[config.mk]
export PLATFORM = sky130hd
export DESIGN_NAME = peak_result_streamer
export DESIGN_NICKNAME = d
export VERILOG_FILES = /design/src/rtl/peak_result_streamer_pkg.sv /design/src/rtl/peak_result_streamer.sv
export SDC_FILE = /design/constraint.sdc
export NUM_CORES = 1
export LEC_CHECK = 0
export CAP_MARGIN = 0
export CORE_UTILIZATION = 45
export DETAILED_ROUTE_END_ITERATION = 10
export PLACE_DENSITY = 0.71
export SLEW_MARGIN = 0
export SYNTH_ARGS = -nofsm -noshare
export SYNTH_HDL_FRONTEND = slang
export SYNTH_SLANG_ARGS = --single-unit
export TNS_END_PERCENT = 20
[constraint.sdc]
create_clock -name clk -period 8 [get_ports clk]
set_input_delay 1.2 -clock clk [delete_from_list [all_inputs] [get_ports clk]]
set_output_delay 1.2 -clock clk [all_outputs]
set_load 0.02 [all_outputs]
[src/rtl/peak_result_streamer_pkg.sv]
// peak_result_streamer_pkg: shared widths and FSM encoding for the peak result streamer.
package peak_result_streamer_pkg;
  localparam int NP_DEF = 16;
  localparam int PIX_DEF = 4;
  typedef enum logic {IDLE, STREAM} state_t;
endpackage

[src/rtl/peak_result_streamer.sv]
// peak_result_streamer: double-buffers per-pixel peak results and streams them one pixel per beat.
module peak_result_streamer
  import peak_result_streamer_pkg::*;
#(
  parameter int NP = NP_DEF,
  parameter int PIX = PIX_DEF,
  parameter int IDXW = 8
) (
  input  logic              clk,
  input  logic              res,
  input  logic              frame_done,
  input  logic [NP*PIX-1:0] result,
  input  logic              out_ready,
  output logic              out_valid,
  output logic [IDXW-1:0]   out_pixel,
  output logic [NP-1:0]     out_peak,
  output logic              out_last,
  output logic [7:0]        out_frame,
  output logic              busy,
  output logic [7:0]        drop_cnt
);
  localparam logic [IDXW-1:0] LAST = IDXW'(PIX - 1);
  localparam int SW = $clog2(NP * PIX);
  state_t state, state_n;
  logic [NP*PIX-1:0] pend, active;
  logic pend_full;
  logic [IDXW-1:0] idx;
  logic [SW-1:0] base;
  logic fire, at_last, xfer, take;
  always_comb begin
    fire = (state == STREAM) && out_ready;
    at_last = idx == LAST;
    // a finishing frame hands off straight to the pending one, avoiding a bubble
    xfer = pend_full && ((state == IDLE) || (fire && at_last));
    take = frame_done && (!pend_full || xfer);
    state_n = xfer ? STREAM : (fire && at_last) ? IDLE : state;
    base = SW'(idx) * SW'(NP);
    out_valid = state == STREAM;
    out_pixel = out_valid ? idx : '0;
    out_peak = out_valid ? active[base +: NP] : '0;
    out_last = out_valid && at_last;
    busy = out_valid || pend_full;
  end
  always_ff @(posedge clk)
    if (res) state <= IDLE;
    else state <= state_n;
  always_ff @(posedge clk) begin
    if (!res && take) pend <= result;
    if (!res && xfer) active <= pend;
  end
  always_ff @(posedge clk) begin
    if (res) begin
      pend_full <= 1'b0;
      idx <= '0;
      out_frame <= '0;
      drop_cnt <= '0;
    end else begin
      if (xfer) idx <= '0;
      else if (fire && !at_last) idx <= idx + 1'b1;
      if (fire && at_last) out_frame <= out_frame + 8'd1;
      if (take) pend_full <= 1'b1;
      else if (xfer) pend_full <= 1'b0;
      if (frame_done && pend_full && !xfer && drop_cnt != 8'hff) drop_cnt <= drop_cnt + 8'd1;
    end
  end
endmodule
==> flow_summary.json <==
{
  "viasPerCell": 5.11,
  "combPwrFrac_pct": 4.7,
  "ys_async_sr_fraction_pct": 0,
  "outcome": "completed",
  "critPathSlowestCell": "dfxtp_1",
  "report.final.slew_viol_count": 0,
  "hold_viol": 0,
  "grt_max_degree": 65,
  "crit_path_end_kind": "output port",
  "syn_area_um2": 5700,
  "clockRootBuffer": "clkbuf_16",
  "drive_gt1_share_pct": 14.2,
  "cts_hold_buf": 0,
  "routed_wl_um": 10100,
  "fin_crit_sh_pct": 52.1,
  "r2r_end": "active[2]",
  "pin_count": 111,
  "ys_warn_count": 0,
  "p_switching_uw": 343,
  "synthDistinctLibCells": 44,
  "worstSkewPairLatency_ps": 420,
  "ff2ff_setup_slack_ps": 4540,
  "drv_cap": 0,
  "finalClockSkew_ps": 9.33,
  "hold_path_depth": 0,
  "ys_ff_latch": 154,
  "wl_per_cell_um": 16.3,
  "drtIter0Drc": 158,
  "cp.arrival_ps": 2970,
  "setup_viol": 0,
  "grt_antenna_before_repair": 0,
  "area_delta_synth_final_pct": 33.4,
  "fp.dieW_um": 115,
  "synth.area.top_cells": "edfxtp_1 67%, dfxtp_1 9.1%, mux4_2 6.3%, and2_1 2.6%, xor2_1 1.4%",
  "hold_path_startpoint": "pend[60]",
  "period_needed_ps": 4170,
  "placed_area_um2": 7000,
  "rr_startpoint": "idx[1]",
  "syn_avg_cell_area_um2": 17.9,
  "startpoint": "idx[1]",
  "initial_core_util_pct": 46.9,
  "first_global_vias": 3179,
  "rsz0062_at_grt": "no",
  "netlist_instances": 318,
  "path_cells": "ha_1 -> nor4b_4 -> and3_1 -> clkdlybuf4s50_1",
  "required_ps": 6800,
  "post_cts_buffers": 0,
  "port_buffers": 110,
  "synth_top_area_share_pct": 67.4,
  "vias": 3160,
  "core_area_um2": 12200,
  "holdWs_ps": 415,
  "clkTransAtPathRegs_ps": 60,
  "worst_pin_slew_ps": 1150,
  "p_int_uw": 1470,
  "die_height_um": 115,
  "yosysSeqAreaShare_pct": 76.5,
  "final_nets": 509,
  "ir_drop_mv": 0.191,
  "tns_ps": 0,
  "holdPathEnd": "active[60]",
  "ys.flop_type": "edfxtp_1",
  "syn_nets": 389,
  "grt_util_all_layers_pct": 16.6,
  "relSlewSlack_pct": 23.1,
  "cts_num_sinks": 154,
  "p_sw_share_pct": 18.9,
  "h-tree-depth": 4,
  "worstRegToRegCells": 5,
  "ant_nets": 0,
  "cts_buffer_depth": 2,
  "seqPwrFrac_pct": 50.4,
  "dp_hpwl_um": 6470,
  "cp_max_fo": 20,
  "cts_resized": 0,
  "fin_area_um2": 7610,
  "route.detailed.drc": 0,
  "place_congestion": 0.822,
  "powerDensity_nw_per_um2": 238,
  "synth_largest_area_cell": "edfxtp_1",
  "grt_overflow": 0,
  "die_area_um2": 13100,
  "max_freq_mhz": 240,
  "stdcell_count": 618,
  "power_frac_clock_pct": 44.9,
  "min_path_type": "register to register",
  "synth_edf_count": 128,
  "dp_cells": 587,
  "n_antenna_cell": 0,
  "rows": 40,
  "cts_tree": "yes",
  "yosysMostFrequentCell": "edfxtp_1",
  "total_leakage_power_uw": 0.00249,
  "grt_pass1_wl_um": 15700,
  "cts_buffers": 17,
  "start_kind": "register",
  "worstSetupPathType": "register to output port",
  "cpPeakStageDelay_ps": 950,
  "synth_common_cells": "128 x edfxtp_1, 26 x dfxtp_1, 24 x and2_1",
  "dr.pass1.iters": 5
}
==> cell type report <==
type	instances	area, µm²
multi-input cells	148	1290
fillers	860	4550
well taps	168	210
inverters	5	18.8
clock inverters	12	175
repair buffers	112	1120
flip-flops and latches	154	4370
clock buffers	19	433
==> kinds of logic (layout without fill, tap and decap cells) <==
kind of cell | after synthesis | after routing | synth area share (%)
mux | 20 | 20 | 7.04
compound gates | 27 | 27 | 3.42
flops | 154 | 154 | 76.5
buf+inv | 16 | 148 | 1.27
simple gates | 88 | 88 | 9.54
fa+ha+maj | 3 | 3 | 0.658
xor+xnor | 10 | 10 | 1.54
==> state kept, by name, summed over array words and instances (netlist names) <==
name and flops:
idx 8, active 64, pend_full 1, drop_cnt 8, pend 64, out_valid 1, out_frame 8
==> worst max path at each step <==
stage / to / slack [ps]
final: out_last / 3830
after global routing: out_last / 3650
after CTS: out_last / 3790
after detailed placement: out_last / 4220
after global placement: out_last / 4270
after floorplan: active[0] / 790
==> power groups by stage <==
stage	clock, µW	sequential, µW	combinational, µW
detailed placement	0	929	84.7
finish	813	911	84.4
floorplan	0	924	37.0
CTS	827	912	85.5
global route	862	914	90.0
global placement	0	927	83.2
==> critical path, delay by kind of cell (launching register included) <==
family | cells | cell delay [ps]
fa+ha+maj | 1 | 380
simple gates | 2 | 610
buf+inv | 1 | 610
flops | 1 | 950
==> per-stage QoR <==
| step | utilization (%) | total power, µW | worst slack, ps |
|---|---|---|---|
| floorplan | - | 961 | 794 |
| global placement | 57.6 | 1010 | 4270 |
| detailed placement | 57.6 | 1010 | 4220 |
| CTS | 62.6 | 1830 | 3790 |
| global route | 62.6 | 1870 | 3650 |
| finish | 62.6 | 1810 | 3830 |
==> metal layers <==
layer / global-route usage, % / vias to the layer above / wire (µm)
li1: - / 1479 / -
met1: 20.9 / 1537 / 4300
met2: 26.7 / 132 / 5020
met3: 5.13 / 12 / 641
met4: 7.19 / 0 / 104
met5: 0 / - / 0
==> cells in the final DEF (no fill, tap or decap), types with 4 or more instances in the layout <==
| cell | count |
|---|---|
| xor2_1 | 9 |
| inv_1 | 5 |
| nand4_1 | 11 |
| a21oi_1 | 9 |
| and2_1 | 24 |
| bufinv_16 | 4 |
| clkdlybuf4s50_1 | 110 |
| mux4_2 | 16 |
| nand2_1 | 7 |
| clkbuf_16 | 17 |
| o21ai_0 | 7 |
| edfxtp_1 | 128 |
| dfxtp_1 | 25 |
| nor2_1 | 16 |
| and3_1 | 4 |
No activity file was read; power rests on OpenSTA's default activity.
